==> src/rtl/bg_fill.sv <==
// bg_fill -- background pattern generator for a pixel-write VGA adapter.
//
// When start is accepted, the block sweeps the whole frame in raster order.
// It emits one pixel write per clock: x increments every cycle, and y
// increments when x wraps. Each pixel is coloured by the selected pattern.
// The pattern inputs (mode, colour_a, colour_b) are captured when the fill
// starts, so they can change freely while a fill is running.
//
// Optional feature: define BG_FILL_ABORT_EN to add an abort input. Asserting
// abort during a fill returns the block to idle without a done pulse.
//
// Parameters:
//   H_RES, V_RES  frame size in pixels / rows
//   X_WIDTH       width of the x coordinate
//   Y_WIDTH       width of the y coordinate
//   COLOR_WIDTH   width of a colour value
//   TILE_LOG2     log2 of the pattern tile edge, in pixels
//
// Ports:
//   CLOCK_50  in   system clock; all state changes on its rising edge
//   resetn    in   synchronous active-low reset
//   abort     in   (BG_FILL_ABORT_EN only) cancel a running fill
//   start     in   fill request; only looked at while idle
//   mode      in   0 solid, 1 vertical stripes, 2 checkerboard, 3 solid
//   colour_a  in   primary colour
//   colour_b  in   secondary colour
//   x, y      out  registered pixel coordinate
//   colour    out  registered pixel colour
//   plot      out  registered pixel write strobe
//   busy      out  high while a fill is running
//   done      out  one-cycle pulse after the final pixel
module bg_fill #(
  parameter int H_RES       = 160,
  parameter int V_RES       = 120,
  parameter int X_WIDTH     = 8,
  parameter int Y_WIDTH     = 7,
  parameter int COLOR_WIDTH = 3,
  parameter int TILE_LOG2   = 3
) (
  input  logic                   CLOCK_50,
  input  logic                   resetn,
`ifdef BG_FILL_ABORT_EN
  input  logic                   abort,
`endif
  input  logic                   start,
  input  logic [1:0]             mode,
  input  logic [COLOR_WIDTH-1:0] colour_a,
  input  logic [COLOR_WIDTH-1:0] colour_b,
  output logic [X_WIDTH-1:0]     x,
  output logic [Y_WIDTH-1:0]     y,
  output logic [COLOR_WIDTH-1:0] colour,
  output logic                   plot,
  output logic                   busy,
  output logic                   done
);

  typedef enum logic [1:0] {
    IDLE = 2'd0,
    FILL = 2'd1,
    DONE = 2'd2
  } state_t;

  localparam logic [X_WIDTH-1:0] X_LAST = X_WIDTH'(H_RES - 1);
  localparam logic [Y_WIDTH-1:0] Y_LAST = Y_WIDTH'(V_RES - 1);

  state_t                 state_reg, state_next;
  logic [X_WIDTH-1:0]     x_reg, x_next;
  logic [Y_WIDTH-1:0]     y_reg, y_next;
  logic [COLOR_WIDTH-1:0] colour_reg, colour_next;
  logic                   plot_reg, plot_next;
  logic                   busy_reg, busy_next;
  logic                   done_reg, done_next;
  logic [1:0]             mode_reg, mode_next;
  logic [COLOR_WIDTH-1:0] colour_a_reg, colour_a_next;
  logic [COLOR_WIDTH-1:0] colour_b_reg, colour_b_next;

  // Pixel about to be presented, and the pattern settings used to colour it.
  logic [X_WIDTH-1:0]     adv_x;
  logic [Y_WIDTH-1:0]     adv_y;
  logic [1:0]             src_mode;
  logic [COLOR_WIDTH-1:0] src_a;
  logic [COLOR_WIDTH-1:0] src_b;
  logic                   sel_b;
  logic [COLOR_WIDTH-1:0] pix_colour;
  logic                   last_pixel;

  assign last_pixel = (x_reg == X_LAST) && (y_reg == Y_LAST);

  // On the accept cycle the latched settings are not yet loaded, so the
  // first pixel is coloured straight from the inputs. After that, only the
  // latched copies are used.
  always_comb begin
    adv_x    = '0;
    adv_y    = '0;
    src_mode = mode_reg;
    src_a    = colour_a_reg;
    src_b    = colour_b_reg;
    if (state_reg == IDLE) begin
      src_mode = mode;
      src_a    = colour_a;
      src_b    = colour_b;
    end else if (x_reg == X_LAST) begin
      adv_y = y_reg + Y_WIDTH'(1);
    end else begin
      adv_x = x_reg + X_WIDTH'(1);
      adv_y = y_reg;
    end
  end

  // Bit TILE_LOG2 of a coordinate is bit 0 of its tile index.
  always_comb begin
    sel_b = 1'b0;
    case (src_mode)
      2'd1:    sel_b = adv_x[TILE_LOG2];
      2'd2:    sel_b = adv_x[TILE_LOG2] ^ adv_y[TILE_LOG2];
      default: sel_b = 1'b0;
    endcase
  end

  genvar gi;
  generate
    for (gi = 0; gi < COLOR_WIDTH; gi++) begin : g_colour_mux
      assign pix_colour[gi] = sel_b ? src_b[gi] : src_a[gi];
    end
  endgenerate

  always_comb begin
    state_next    = state_reg;
    x_next        = x_reg;
    y_next        = y_reg;
    colour_next   = colour_reg;
    plot_next     = 1'b0;
    busy_next     = 1'b0;
    done_next     = 1'b0;
    mode_next     = mode_reg;
    colour_a_next = colour_a_reg;
    colour_b_next = colour_b_reg;
    case (state_reg)
      IDLE: begin
        if (start) begin
          state_next    = FILL;
          mode_next     = mode;
          colour_a_next = colour_a;
          colour_b_next = colour_b;
          x_next        = adv_x;
          y_next        = adv_y;
          colour_next   = pix_colour;
          plot_next     = 1'b1;
          busy_next     = 1'b1;
        end
      end
      FILL: begin
`ifdef BG_FILL_ABORT_EN
        // Abort wins over the final-pixel transition: no done pulse.
        if (abort) begin
          state_next = IDLE;
        end else
`endif
        if (last_pixel) begin
          // x/y keep the final pixel through DONE.
          state_next = DONE;
          done_next  = 1'b1;
        end else begin
          x_next      = adv_x;
          y_next      = adv_y;
          colour_next = pix_colour;
          plot_next   = 1'b1;
          busy_next   = 1'b1;
        end
      end
      DONE: begin
        state_next = IDLE;
      end
      default: begin
        state_next = IDLE;
      end
    endcase
  end

  always_ff @(posedge CLOCK_50) begin
    if (!resetn) begin
      state_reg    <= IDLE;
      x_reg        <= '0;
      y_reg        <= '0;
      colour_reg   <= '0;
      plot_reg     <= 1'b0;
      busy_reg     <= 1'b0;
      done_reg     <= 1'b0;
      mode_reg     <= '0;
      colour_a_reg <= '0;
      colour_b_reg <= '0;
    end else begin
      state_reg    <= state_next;
      x_reg        <= x_next;
      y_reg        <= y_next;
      colour_reg   <= colour_next;
      plot_reg     <= plot_next;
      busy_reg     <= busy_next;
      done_reg     <= done_next;
      mode_reg     <= mode_next;
      colour_a_reg <= colour_a_next;
      colour_b_reg <= colour_b_next;
    end
  end

  assign x      = x_reg;
  assign y      = y_reg;
  assign colour = colour_reg;
  assign plot   = plot_reg;
  assign busy   = busy_reg;
  assign done   = done_reg;

endmodule

==> config.mk <==
export PLATFORM = sky130hd
export DESIGN_NAME = bg_fill
export DESIGN_NICKNAME = d
export VERILOG_FILES = /design/src/rtl/bg_fill.sv
export SDC_FILE = /design/constraint.sdc
export NUM_CORES = 1
export LEC_CHECK = 0
export CAP_MARGIN = 20
export CORE_UTILIZATION = 47
export CTS_CLUSTER_DIAMETER = 120
export DETAILED_ROUTE_END_ITERATION = 10
export HOLD_SLACK_MARGIN = 0.08
export PLACE_DENSITY_LB_ADDON = 0.12
export SYNTH_ARGS = -nofsm -noshare
export SYNTH_HDL_FRONTEND = slang
export SYNTH_SLANG_ARGS = --single-unit
==> constraint.sdc <==
create_clock -name CLOCK_50 -period 2.4 [get_ports CLOCK_50]
set_input_delay 0.24 -clock CLOCK_50 [delete_from_list [all_inputs] [get_ports CLOCK_50]]
set_output_delay 0.24 -clock CLOCK_50 [all_outputs]
set_load 0.005 [all_outputs]
==> results of run 1 <==
how the worst max path moves through the flow:
stage / startpoint / end / slack (ps) / cells past startpoint
2_1_floorplan: state_reg[0]$_SDFFE_PN0P_ / colour[0]$_SDFFE_PN0P_ / 20 / 8
3_3_place_gp: mode[1] / colour[0]$_SDFFE_PN0P_ / 240 / 6
3_5_place_dp: mode[1] / colour[1]$_SDFFE_PN0P_ / 180 / 6
4_1_cts: state_reg[0]$_SDFFE_PN0P_ / colour[1]$_SDFFE_PN0P_ / 230 / 6
5_1_grt: x[1]$_SDFFE_PN0P_ / x[2]$_SDFFE_PN0P_ / 60 / 6
6_report: x[1]$_SDFFE_PN0P_ / x[2]$_SDFFE_PN0P_ / 230 / 6
power groups by stage:
stage                     sequential [uW]  combinational (uW)  clock [uW]
final                                 530                 174         301
after global routing                  532                 192         332
after CTS                             529                 175         308
after detailed placement              540                 174           0
after global placement                540                 171           0
after floorplan                       540                 108           0
cells by family (layout without fill, tap and decap cells):
logic type,count (synthesis),count (layout)
AO/OA/AOI/OAI,46,46
XOR/XNOR,9,9
adder cells (fa/ha/maj),4,4
buffers and inverters,18,49
flip-flops,30,30
multiplexers,3,3
AND/OR/NAND/NOR,82,82
per-stage QoR:
stage | setup WS (ps) | power (uW) | util | std cells
final | 231.9 | 1005 | 0.6201 | 269
after global routing | 60.50 | 1056 | 0.6201 | 269
after CTS | 233.0 | 1012 | 0.6201 | 269
after floorplan | 17.50 | 647.9 | - | 192
after detailed placement | 183.6 | 714.4 | 0.6051 | 263
after global placement | 235.5 | 710.9 | 0.6051 | 263
per-layer routing:
| metal | wire [microns] | GRT usage | vias up |
|---|---|---|---|
| met1 | 1688 | 0.2554 | 710 |
| met3 | 207 | 0.05515 | 5 |
| met4 | 53 | 0.06977 | 0 |
| met2 | 1919 | 0.3915 | 40 |
| li1 | - | - | 753 |
| met5 | 0 | 0 | - |
placed cells by master, fill, tap and decap left out, types with 2 or more instances in the layout:
cell type,netlist,layout
a21boi_1,4,4
mux2i_1,2,2
and2_1,4,4
a2111oi_1,2,2
xnor2_1,8,8
clkdlybuf4s50_1,0,31
or3_1,3,3
o211ai_2,3,3
ha_1,4,4
o2111ai_1,6,6
a21oi_1,4,4
nand4b_1,2,2
nand2_1,31,31
nor2_1,15,15
buf_4,3,7
clkbuf_4,0,5
nand4_2,2,2
nand4_1,2,2
nand3_1,9,9
a21boi_0,11,11
inv_1,5,5
nor3_1,2,2
nand2b_1,2,2
dfxtp_1,30,30
o21ai_1,3,3
a2111oi_2,3,3
Yosys cell counts (all sizes together), types with 2 or more instances:
library cell and n:
a2111oi 5, dfxtp 30, xnor2 8, ha 4, clkbuf 7, nand4 4, o21ai 4, o211ai 4
a21oi 5, or4 2, and2 4, o2111ai 8, inv 5, nor2 15, or3 3, nand2 31
a21boi 15, mux2i 2, nor3 2, nand3 9, nand4b 2, nand2b 2, buf 6
worst register-to-register path: stages (launching register included):
cell,delay (ps)
dfxtp_1,430
ha_1,300
nand4_2,260
o41ai_4,450
a21o_1,390
o21ai_1,120
a21boi_1,150
area by class of cell:
class                      count  area share
multi-input combinational    144      0.4849
sequential                    30      0.2835
timing repair buffer          38      0.1713
tap                           46     0.02717
clock buffer                   6     0.02422
inverter                       5    0.008860
==> results.md, run 1 <==
* Number of port buffers at 31
* Flop2flop setup slack at around 230 ps
* Vias in the first global route at 1475
* RR Endpoint: x[2]$_SDFFE_PN0P_
* Design area at between 0.002 and 0.0025 sq mm
* Critical setup path kind: reg2reg
* H-tree levels at 2
* Mux share of post-synthesis cell area at 0.01827
* R2R cell count at 6
* Worst VDD drop at 0.3337 mV
* Post-synthesis cell count at 192
* Clock power share at 0.299
* Register share of total power at 0.527
* Combinational group share of total power at 0.173
* Final setup fails at 0
* Final hold vios at 0
* Worst Hold Launch: colour_a_reg[0]$_SDFFE_PN0P_
* Cell Pwr Density at 474.3 mW/mm^2
* Max Slew Vio Count at 0
* Outcome: finished, final reports clean
* Area of the core at 0.003416 sq mm
* CTS max path bufs at 2
* Top cells by area, synth: dfxtp_1 (35%), nand2_1 (6.8%), a21boi_0 (4.8%)
* WHS Path Cells at 2
* Worst Tran Pin Value at 625.5 ps
* Mapped Area at between 0.0015 and 0.002 sq mm
* Gpl congestion at 0.9144
* Post-CTS sizing at 0
* Worst clock skew at 9.742 ps
* GRT Overall Usage at 0.2195
* Register area at 600.6 sq um
* Clock-pin slew on the worst setup and hold paths at 100 ps
* Critical path fanouts, max at 10
* Syn Nets at between 200 and 250
* Crit-path cells: ha_1, nand4_2, o41ai_4, a21o_1, o21ai_1, a21boi_1
* Clock latency on the worst-skew pair at 330 ps
* RSZ-0062 raised after global routing: no
* Fillcell total at 321
* Fmax at 0.4612 GHz
* CTS root buffer: clkbuf_4
* Pre-antenna DRT Iters at 4
* R2r startpoint: x[1]$_SDFFE_PN0P_
* Area taken by multi-input logic gates at 0.001027 sq mm
* Synth top area share at 0.3509
* Final period utilization at 0.9034
* Crit path time final at 2168 ps
* Initial antenna violation count at 0
* WL final at 3869 microns
* First-pass GRT wire length at 6727 microns
* CTS tree: yes
* Crit-path max cell delay at 450 ps
* CTS buffer count at 5
* Largest family of logic cells by synthesized area: simple AND/OR/NAND/NOR gates
* Bufs and invs on worst path at 0
* P_leak at 0.0007295 uW
* FF+latch count, synth at 30
* GRT overflow at 0
* CTS sink cnt at 30
* EDFF count, synth at 0
* Area share of fa/ha/maj cells after synthesis at 0.02924
* Hold_buf cts at 0
* Worst endpoint required time at between 2000 and 3000 ps
* Setup TNS at 0 ps
* Synth Warn # at 0
* Top FF cell, synth: dfxtp_1
* Post-synthesis xor/xnor area fraction at 0.04605
* Initial DRC count at 64
* Critical path arrival at 2420 ps
* Share of layout cells above drive strength 1 at 0.1435
* Final ANT Viol Nets at 0
* Compound-Gate Fraction of Synth Area at 0.2485
* Vias at 1508
* Seq/Total Area, Yosys at 0.3509
* Area grow syn2layout at 23.76%
* Post-Synthesis Mean Instance Area at 8.915 sq um
* Yosys cell types at 49
* Io pins at 32
* Post-Synth Simple-Gate Area at 0.2580
* Die Y at just over 60 microns
* Largest register FFs at 8
* Net Sw Frac at 0.2710
* Final-stage net count at ~240
* Crit end category: register
* Initial Util at 0.5011
* Async SR Flop Fraction at 0
* Hold Path End: colour_a_reg[0]$_SDFFE_PN0P_
* Post-CTS setup buffers at 0
* Synth area leader: dfxtp_1
* Drc violations at 0
* Die ar. at slightly below 0.004 sq mm
* FP Rows at 21
* Max_slew headroom at 0.5830
* Placed cell area at 0.002067 sq mm
* Setup crit start kind: register
* CP delay by family, top: compound AO/OA/AOI/OAI gates
* Max Cap Viol at 0
* Internal at 732.4 uW
* Hold Crit Class: reg2reg
* Vias per cell at 5.606
* Post-DP HPWL at 2869 microns
* Largest net degree at the start of global routing at 19
* Switching power at 272.3 uW
* WHS at 468.5 ps
* Slowest stage cell on the critical path: o41ai_4
* Drt wl/cell at 14.38 microns
* Chip Width at 62.35 microns
* Diode count at 0
Power figures use the tool's default switching activity.
==> run 2: changes to the inputs <==
--- a/config.mk
+++ b/config.mk
@@ -5,7 +5,7 @@
 export SDC_FILE = /design/constraint.sdc
 export NUM_CORES = 1
 export LEC_CHECK = 0
-export CAP_MARGIN = 20
+export CAP_MARGIN = 0
 export CORE_UTILIZATION = 47
 export CTS_CLUSTER_DIAMETER = 120
 export DETAILED_ROUTE_END_ITERATION = 10
==> results of run 2 <==
Same layout as run 1: the final DEF is identical, and so are final timing and power.
